**src/rtl/alarm_pkg.sv**
```systemverilog
// Shared definitions for the alarm clock controller: mode encoding, field
// widths, wrap limits and the minute-tick helper used by counter and matcher.
package alarm_pkg;

    localparam int unsigned HH_W   = 5;
    localparam int unsigned MM_W   = 6;
    localparam int unsigned SNZ_W  = 6;
    localparam int unsigned RCNT_W = 8;
    localparam int unsigned MAX_HH = 23;
    localparam int unsigned MAX_MM = 59;

    typedef enum logic [1:0] {
        MODE_RUN       = 2'd0,
        MODE_SET_TIME  = 2'd1,
        MODE_SET_ALARM = 2'd2,
        MODE_RING      = 2'd3
    } mode_e;

    typedef struct packed {
        logic [HH_W-1:0] hh;
        logic [MM_W-1:0] mm;
    } hhmm_t;

    // One-minute advance with hour carry and midnight wrap.
    function automatic hhmm_t hhmm_tick(input hhmm_t t);
        hhmm_t r;
        r = t;
        if (t.mm == MM_W'(MAX_MM)) begin
            r.mm = '0;
            r.hh = (t.hh == HH_W'(MAX_HH)) ? '0 : t.hh + HH_W'(1);
        end else begin
            r.mm = t.mm + MM_W'(1);
        end
        return r;
    endfunction

endpackage

```
**src/rtl/hhmm_counter.sv**
```systemverilog
// Hour:minute register with a carrying minute tick and carry-free manual
// hour/minute increments; tick wins over the edit inputs.
module hhmm_counter
    import alarm_pkg::*;
(
    input  logic            clk_i,
    input  logic            rst_i,
    input  logic            tick_i,
    input  logic            inc_hh_i,
    input  logic            inc_mm_i,
    output logic [HH_W-1:0] hh_o,
    output logic [MM_W-1:0] mm_o
);

    hhmm_t cnt_q;
    hhmm_t cnt_d;

    always_comb begin
        cnt_d = cnt_q;
        if (tick_i) begin
            cnt_d = hhmm_tick(cnt_q);
        end else if (inc_hh_i) begin
            cnt_d.hh = (cnt_q.hh == HH_W'(MAX_HH)) ? '0 : cnt_q.hh + HH_W'(1);
        end else if (inc_mm_i) begin
            cnt_d.mm = (cnt_q.mm == MM_W'(MAX_MM)) ? '0 : cnt_q.mm + MM_W'(1);
        end
    end

    always_ff @(posedge clk_i or posedge rst_i) begin
        if (rst_i) begin
            cnt_q <= '0;
        end else begin
            cnt_q <= cnt_d;
        end
    end

    assign hh_o = cnt_q.hh;
    assign mm_o = cnt_q.mm;

endmodule

```
**src/rtl/alarm_ctrl.sv**
```systemverilog
// Alarm clock controller: mode FSM, time/alarm registers, alarm match,
// snooze countdown and unacknowledged-ring timeout.
module alarm_ctrl
    import alarm_pkg::*;
#(
    parameter int unsigned SNOOZE_MIN = 5,
    parameter int unsigned RING_SEC   = 60
) (
    input  logic            clk256,
    input  logic            reset,
    input  logic            one_second,
    input  logic            one_minute,
    input  logic            key_mode,
    input  logic            key_hour,
    input  logic            key_min,
    input  logic            key_alarm_en,
    input  logic            key_snooze,
    output logic [HH_W-1:0] time_hh,
    output logic [MM_W-1:0] time_mm,
    output logic [HH_W-1:0] alarm_hh,
    output logic [MM_W-1:0] alarm_mm,
    output logic            alarm_on,
    output logic            ring,
    output logic [1:0]      mode
);

    mode_e              mode_q;
    logic               ring_q;
    logic               alarm_on_q;
    logic               alarm_on_d;
    logic [SNZ_W-1:0]   snooze_q;
    logic [RCNT_W-1:0]  ring_cnt_q;
    logic [RCNT_W-1:0]  ring_cnt_inc;

    logic  alarm_en_w, mode_w, snooze_w, hour_w, min_w;
    logic  match_w;
    hhmm_t time_cur, time_nxt, alarm_cur;

    logic tick_time, t_inc_hh, t_inc_mm, a_inc_hh, a_inc_mm;

    // Only the highest-priority key pressed in a cycle takes effect.
    always_comb begin
        alarm_en_w   = key_alarm_en;
        mode_w       = key_mode & ~key_alarm_en;
        snooze_w     = key_snooze & ~key_mode & ~key_alarm_en;
        hour_w       = key_hour & ~key_snooze & ~key_mode & ~key_alarm_en;
        min_w        = key_min & ~key_hour & ~key_snooze & ~key_mode & ~key_alarm_en;
        alarm_on_d   = alarm_on_q ^ alarm_en_w;
        ring_cnt_inc = ring_cnt_q + RCNT_W'(1);
        time_cur.hh  = time_hh;
        time_cur.mm  = time_mm;
        alarm_cur.hh = alarm_hh;
        alarm_cur.mm = alarm_mm;
        time_nxt     = hhmm_tick(time_cur);
        match_w      = one_minute & (time_nxt == alarm_cur);
    end

    assign tick_time = one_minute & (mode_q != MODE_SET_TIME);
    assign t_inc_hh  = hour_w & (mode_q == MODE_SET_TIME);
    assign t_inc_mm  = min_w  & (mode_q == MODE_SET_TIME);
    assign a_inc_hh  = hour_w & (mode_q == MODE_SET_ALARM);
    assign a_inc_mm  = min_w  & (mode_q == MODE_SET_ALARM);

    hhmm_counter u_time (
        .clk_i    (clk256),
        .rst_i    (reset),
        .tick_i   (tick_time),
        .inc_hh_i (t_inc_hh),
        .inc_mm_i (t_inc_mm),
        .hh_o     (time_hh),
        .mm_o     (time_mm)
    );

    hhmm_counter u_alarm (
        .clk_i    (clk256),
        .rst_i    (reset),
        .tick_i   (1'b0),
        .inc_hh_i (a_inc_hh),
        .inc_mm_i (a_inc_mm),
        .hh_o     (alarm_hh),
        .mm_o     (alarm_mm)
    );

    always_ff @(posedge clk256 or posedge reset) begin
        if (reset) begin
            mode_q     <= MODE_RUN;
            ring_q     <= 1'b0;
            alarm_on_q <= 1'b0;
            snooze_q   <= '0;
            ring_cnt_q <= '0;
        end else begin
            alarm_on_q <= alarm_on_d;
            case (mode_q)
                MODE_RUN: begin
                    if (mode_w) begin
                        mode_q   <= MODE_SET_TIME;
                        snooze_q <= '0;
                    end else if (!alarm_on_d) begin
                        snooze_q <= '0;
                    end else if (snooze_q != '0) begin
                        // Pending snooze masks the time match until it expires.
                        if (one_minute) begin
                            snooze_q <= snooze_q - SNZ_W'(1);
                            if (snooze_q == SNZ_W'(1)) begin
                                mode_q     <= MODE_RING;
                                ring_q     <= 1'b1;
                                ring_cnt_q <= '0;
                            end
                        end
                    end else if (match_w) begin
                        mode_q     <= MODE_RING;
                        ring_q     <= 1'b1;
                        ring_cnt_q <= '0;
                    end
                end
                MODE_SET_TIME: begin
                    if (mode_w) begin
                        mode_q <= MODE_SET_ALARM;
                    end
                end
                MODE_SET_ALARM: begin
                    if (mode_w) begin
                        mode_q <= MODE_RUN;
                    end
                end
                MODE_RING: begin
                    if (alarm_en_w || mode_w) begin
                        mode_q   <= MODE_RUN;
                        ring_q   <= 1'b0;
                        snooze_q <= '0;
                    end else if (snooze_w) begin
                        mode_q   <= MODE_RUN;
                        ring_q   <= 1'b0;
                        snooze_q <= SNZ_W'(SNOOZE_MIN);
                    end else if (one_second) begin
                        ring_cnt_q <= ring_cnt_inc;
                        if (ring_cnt_inc == RCNT_W'(RING_SEC)) begin
                            mode_q   <= MODE_RUN;
                            ring_q   <= 1'b0;
                            snooze_q <= '0;
                        end
                    end
                end
                default: mode_q <= MODE_RUN;
            endcase
        end
    end

    assign mode     = mode_q;
    assign ring     = ring_q;
    assign alarm_on = alarm_on_q;

endmodule
```
**config.mk**
```make
export PLATFORM = sky130hd
export DESIGN_NAME = alarm_ctrl
export DESIGN_NICKNAME = d
export VERILOG_FILES = /design/src/rtl/alarm_pkg.sv /design/src/rtl/hhmm_counter.sv /design/src/rtl/alarm_ctrl.sv
export SDC_FILE = /design/constraint.sdc
export NUM_CORES = 1
export LEC_CHECK = 0
export ABC_AREA = 1
export ABC_CLOCK_PERIOD_IN_PS = 2300
export CELL_PAD_IN_SITES_DETAIL_PLACEMENT = 1
export CELL_PAD_IN_SITES_GLOBAL_PLACEMENT = 1
export CORE_MARGIN = 2
export CORE_UTILIZATION = 40
export DETAILED_ROUTE_END_ITERATION = 7
export PLACE_DENSITY = 0.91
export SLEW_MARGIN = 5
export SYNTH_ARGS = -nofsm -noshare
export SYNTH_HDL_FRONTEND = slang
export SYNTH_SLANG_ARGS = --single-unit
export TNS_END_PERCENT = 50
```
**constraint.sdc**
```tcl
create_clock -name clk256 -period 2.3 [get_ports clk256]
set_input_delay 0.46 -clock clk256 [delete_from_list [all_inputs] [get_ports clk256]]
set_output_delay 0.46 -clock clk256 [all_outputs]
set_load 0.03 [all_outputs]
```
==> impl_results.md <==
- Worst Tran Pin Value: roughly 540 ps
- CTS tree: yes
- Fin area: 3575 sq um
- Reg2reg start: u_time.hh_o[0]
- DP Wirelength: 6.436 mm
- Final min period: around 2100 ps
- Combinational power share: between 60% and 70%
- First-pass GRT wire length: about 14 mm
- EDFF count, synth: 0
- Area Growth Syn to Fin: 26.42%
- Synthesized area: roughly 2800 sq um
- Highest Clock Rate: 465.4 MHz
- Initial antenna violation count: 0
- Hold Path Class: flop to flop
- Antenna cells: 0
- Final setup vio count: 0
- CTS buffer count: 5
- Total power per unit cell area: 1285 nW/um^2
- Startpoint Class: flop
- Drt via density: ~5.2
- Switch share: between 50% and 60%
- Initial DRC Count: 105
- Fraction of registers with async set/reset: 100.0%
- Arr. time, crit path: 2330 ps
- Clk_skew: about 6.4 ps
- DP Area: between 3000 and 4000 sq um
- Initial Util: a little over 40%
- Clock slew at reported path FFs: around 80 ps
- GRT Total Usage: a little under a quarter
- Htree depth: 2
- Vias: slightly below 3k
- Final Hold Vio Count: 0
- Share of cells above drive strength 1: 12.21%
- Synth Area in Simple Gates: ~37%
- Setup CP Type: flop to flop
- Register area: ~1000 sq um
- Hold Slack: about 500 ps
- Root Driver: clkbuf_8
- Cells after synthesis: 411
- Mapped Nets: around 430
- CP endpoint kind: flop
- Compound-Gate Fraction of Synth Area: between 10% and 20%
- Final period util: between 90 and 100%
- Worst setup path startpoint: u_time.hh_o[0]
- Drt drc: 0
- Core area: between 6000 and 7000 sq um
- CP Max Fanout: 5
- Yosys cell types: 33
- Max-cap violations: 0
- Worst VDD drop: about 0.57 mV
- Cts hold-fix bufs: 0
- Clk sinks: 40
- Top cell type's share of synthesized area: 35.40%
- Port bufs: 34
- Die H: approximately 90 microns
- Status: complete, no violations
- I/O pin count: 35
- Top area cells in the synthesized netlist: dfrtp_1 35%, nand2_1 17%, inv_1 7.6%
- Synth Area in XOR/XNOR: 2.478%
- Largest net degree at the start of global routing: 41
- Yosys warns: 0
- Internal Power: 2.283 mW
- Final setup margin: 151.2 ps
- Largest family of logic cells by synthesized area: simple AND/OR/NAND/NOR gates
- Slew headroom: between 60% and 70%
- Placer Congestion: roughly 0.9
- Area leader, netlist: dfrtp_1
- Max-slew violation count: 0
- Row Count: 30
- Post-synthesis register bit count: 40
- Static Leak: roughly 1.8 nW
- Seq/Total Area, Yosys: a little over a third
- Final WL: 8.192 mm
- Clock Latency Late Sink: around 300 ps
- Dominant synthesized flop cell: dfrtp_1
- ANT nets after route: 0
- DP Worst Slack: -49.15 ps
- Switching power of the nets: approximately 2.3 mW
- Mux cell area share after synthesis: 0%
- Fin nets: 495
- Die ar.: approximately 7800 sq um
- WL/cell: 14.35 microns
- FILL cells: ~940
- Die width: around 88 microns
- Total global routing overflow: 0
- Sequential share of power: a little over a quarter
- Syn Area/Cell: slightly below 7 sq um
- Multi-input gate area: 1594 sq um
- Number of global-route vias before repair: ~3.2k
- Drt pass-1 iters: 4
- Adder-Cell Fraction of Synth Area: approximately 5.3%
- Worst Path Required: between 2000 and 2500 ps
- Clk buf depth: 2
- Final Core Density: a little over half
- Clock Power Share: between 10% and 20%
- Hold path start: ring_cnt_q[6]
power groups by stage:
| stage | logic [mW] | clock network (mW) | registers [mW] |
|---|---|---|---|
| 6_report | 2.89 | 0.495 | 1.21 |
| 2_1_floorplan | 1.45 | 0 | 1.55 |
| 5_1_grt | 3.22 | 0.534 | 1.25 |
| 3_3_place_gp | 2.67 | 0 | 1.21 |
| 4_1_cts | 2.84 | 0.511 | 1.21 |
| 3_5_place_dp | 2.81 | 0 | 1.23 |
registers in the layout, indices dropped and copies added, names as in the netlist:
| signal | count |
|---|---|
| alarm_on | 1 |
| u_alarm.hh_o | 5 |
| ring | 1 |
| mode | 2 |
| u_alarm.mm_o | 6 |
| snooze_q | 6 |
| u_time.mm_o | 6 |
| u_time.hh_o | 5 |
| ring_cnt_q | 8 |
final timing paths:
check,to,slack [ps],depth (start not counted)
max in group asynchronous,u_time.hh_o[4],1280,3
setup / recovery,ring,150,17
hold reg to reg,ring_cnt_q[6],500,2
setup reg to reg,ring,150,17
hold / removal,ring_cnt_q[6],500,2
min in group asynchronous,u_alarm.mm_o[4],620,3
through the flow:
step	power [mW]	setup TNS (ps)	std cells
2_1_floorplan	2.995	0	411
6_report	4.593	0	571
4_1_cts	4.562	-9.046	570
5_1_grt	5.004	-8.398	571
3_5_place_dp	4.037	-49.45	562
3_3_place_gp	3.885	0	562
cell usage after synthesis, types with 2 or more instances:
cell type  number
buf_6           2
nor2_2          2
a21oi_1        21
nand4_1        16
nand2_1       126
nor3_2          2
nand3_2         5
buf_2           2
inv_1          57
dfrtp_1        40
ha_1           12
o22ai_1         5
o21ai_0        17
o21bai_1        3
nor3_1          4
o221ai_1        2
nand3_1        31
inv_2           3
nor2_1         40
xor2_1          4
xnor2_1         4
nand2_2         2
cell type report:
cell class                 instances  area share [%]
tap                               96           3.360
sequential                        40           28.04
clock buffer                       8           2.520
inverter                          60           6.300
multi-input combinational        306           44.59
timing repair buffer              61           15.19
what timing repair did:
| action | in CTS | in global routing |
|---|---|---|
| gates resized for setup | 0 | 10 |
| buffers inserted | 0 | 1 |
| pin swaps | 0 | 2 |
| setup endpoints to repair | 4 | 11 |
| cloned | 0 | 0 |
worst max-delay path, cell delays in order, from the launching register on:
cell,delay [ps]
dfrtp_1,400
ha_2,220
nand2_2,100
inv_2,50
nand2_2,90
nand2_1,80
nand2_1,90
buf_4,110
nand3_1,70
nand2_1,80
nand2_1,60
nor2_2,120
nand3_2,90
nand2_2,150
buf_4,130
nand3_1,60
nand2_1,90
nand2_1,60
placed cells by master (no fill, tap or decap):
| master | count |
|---|---|
| nand2_1 | 124 |
| inv_1 | 57 |
| dfrtp_1 | 39 |
| nor2_1 | 38 |
| clkdlybuf4s50_1 | 34 |
| nand3_1 | 30 |
| buf_4 | 27 |
| a21oi_1 | 21 |
| o21ai_0 | 17 |
| nand4_1 | 16 |
| ha_1 | 10 |
| clkbuf_8 | 6 |
| nand3_2 | 5 |
| o22ai_1 | 5 |
| nand2_2 | 4 |
| xnor2_1 | 4 |
| xor2_1 | 4 |
| nor3_1 | 4 |
| inv_2 | 3 |
| o21bai_1 | 3 |
| nor2_2 | 3 |
| nor2_4 | 2 |
| nand3_4 | 2 |
| nor3_2 | 2 |
| o221ai_1 | 2 |
| ha_2 | 2 |
| clkbuf_1 | 2 |
| o2111ai_1 | 1 |
| nand3b_1 | 1 |
| or2_1 | 1 |
| a21oi_2 | 1 |
| o21ai_1 | 1 |
| nor4_1 | 1 |
| a211oi_1 | 1 |
| o31ai_1 | 1 |
| dfrtp_2 | 1 |
layer usage:
| layer | routed length (microns) | part of all wire, % | track usage (%) | vias to the layer above |
|---|---|---|---|---|
| met2 | 4312 | 53 | 42.29 | 39 |
| li1 | - | - | - | 1459 |
| met1 | 3597 | 44 | 27.88 | 1450 |
| met4 | 67 | 0.82 | 6.198 | 0 |
| met5 | 0 | 0 | 0 | - |
| met3 | 214 | 2.6 | 3.205 | 6 |
logic make-up (layout without fill, tap and decap cells):
| family | Yosys count | count (layout) |
|---|---|---|
| buffers and inverters | 65 | 129 |
| XOR/XNOR | 8 | 8 |
| AND/OR/NAND/NOR | 233 | 233 |
| adder cells (fa/ha/maj) | 12 | 12 |
| flip-flops | 40 | 40 |
| AO/OA/AOI/OAI | 53 | 53 |
No activity file was read; power rests on OpenSTA's default activity.
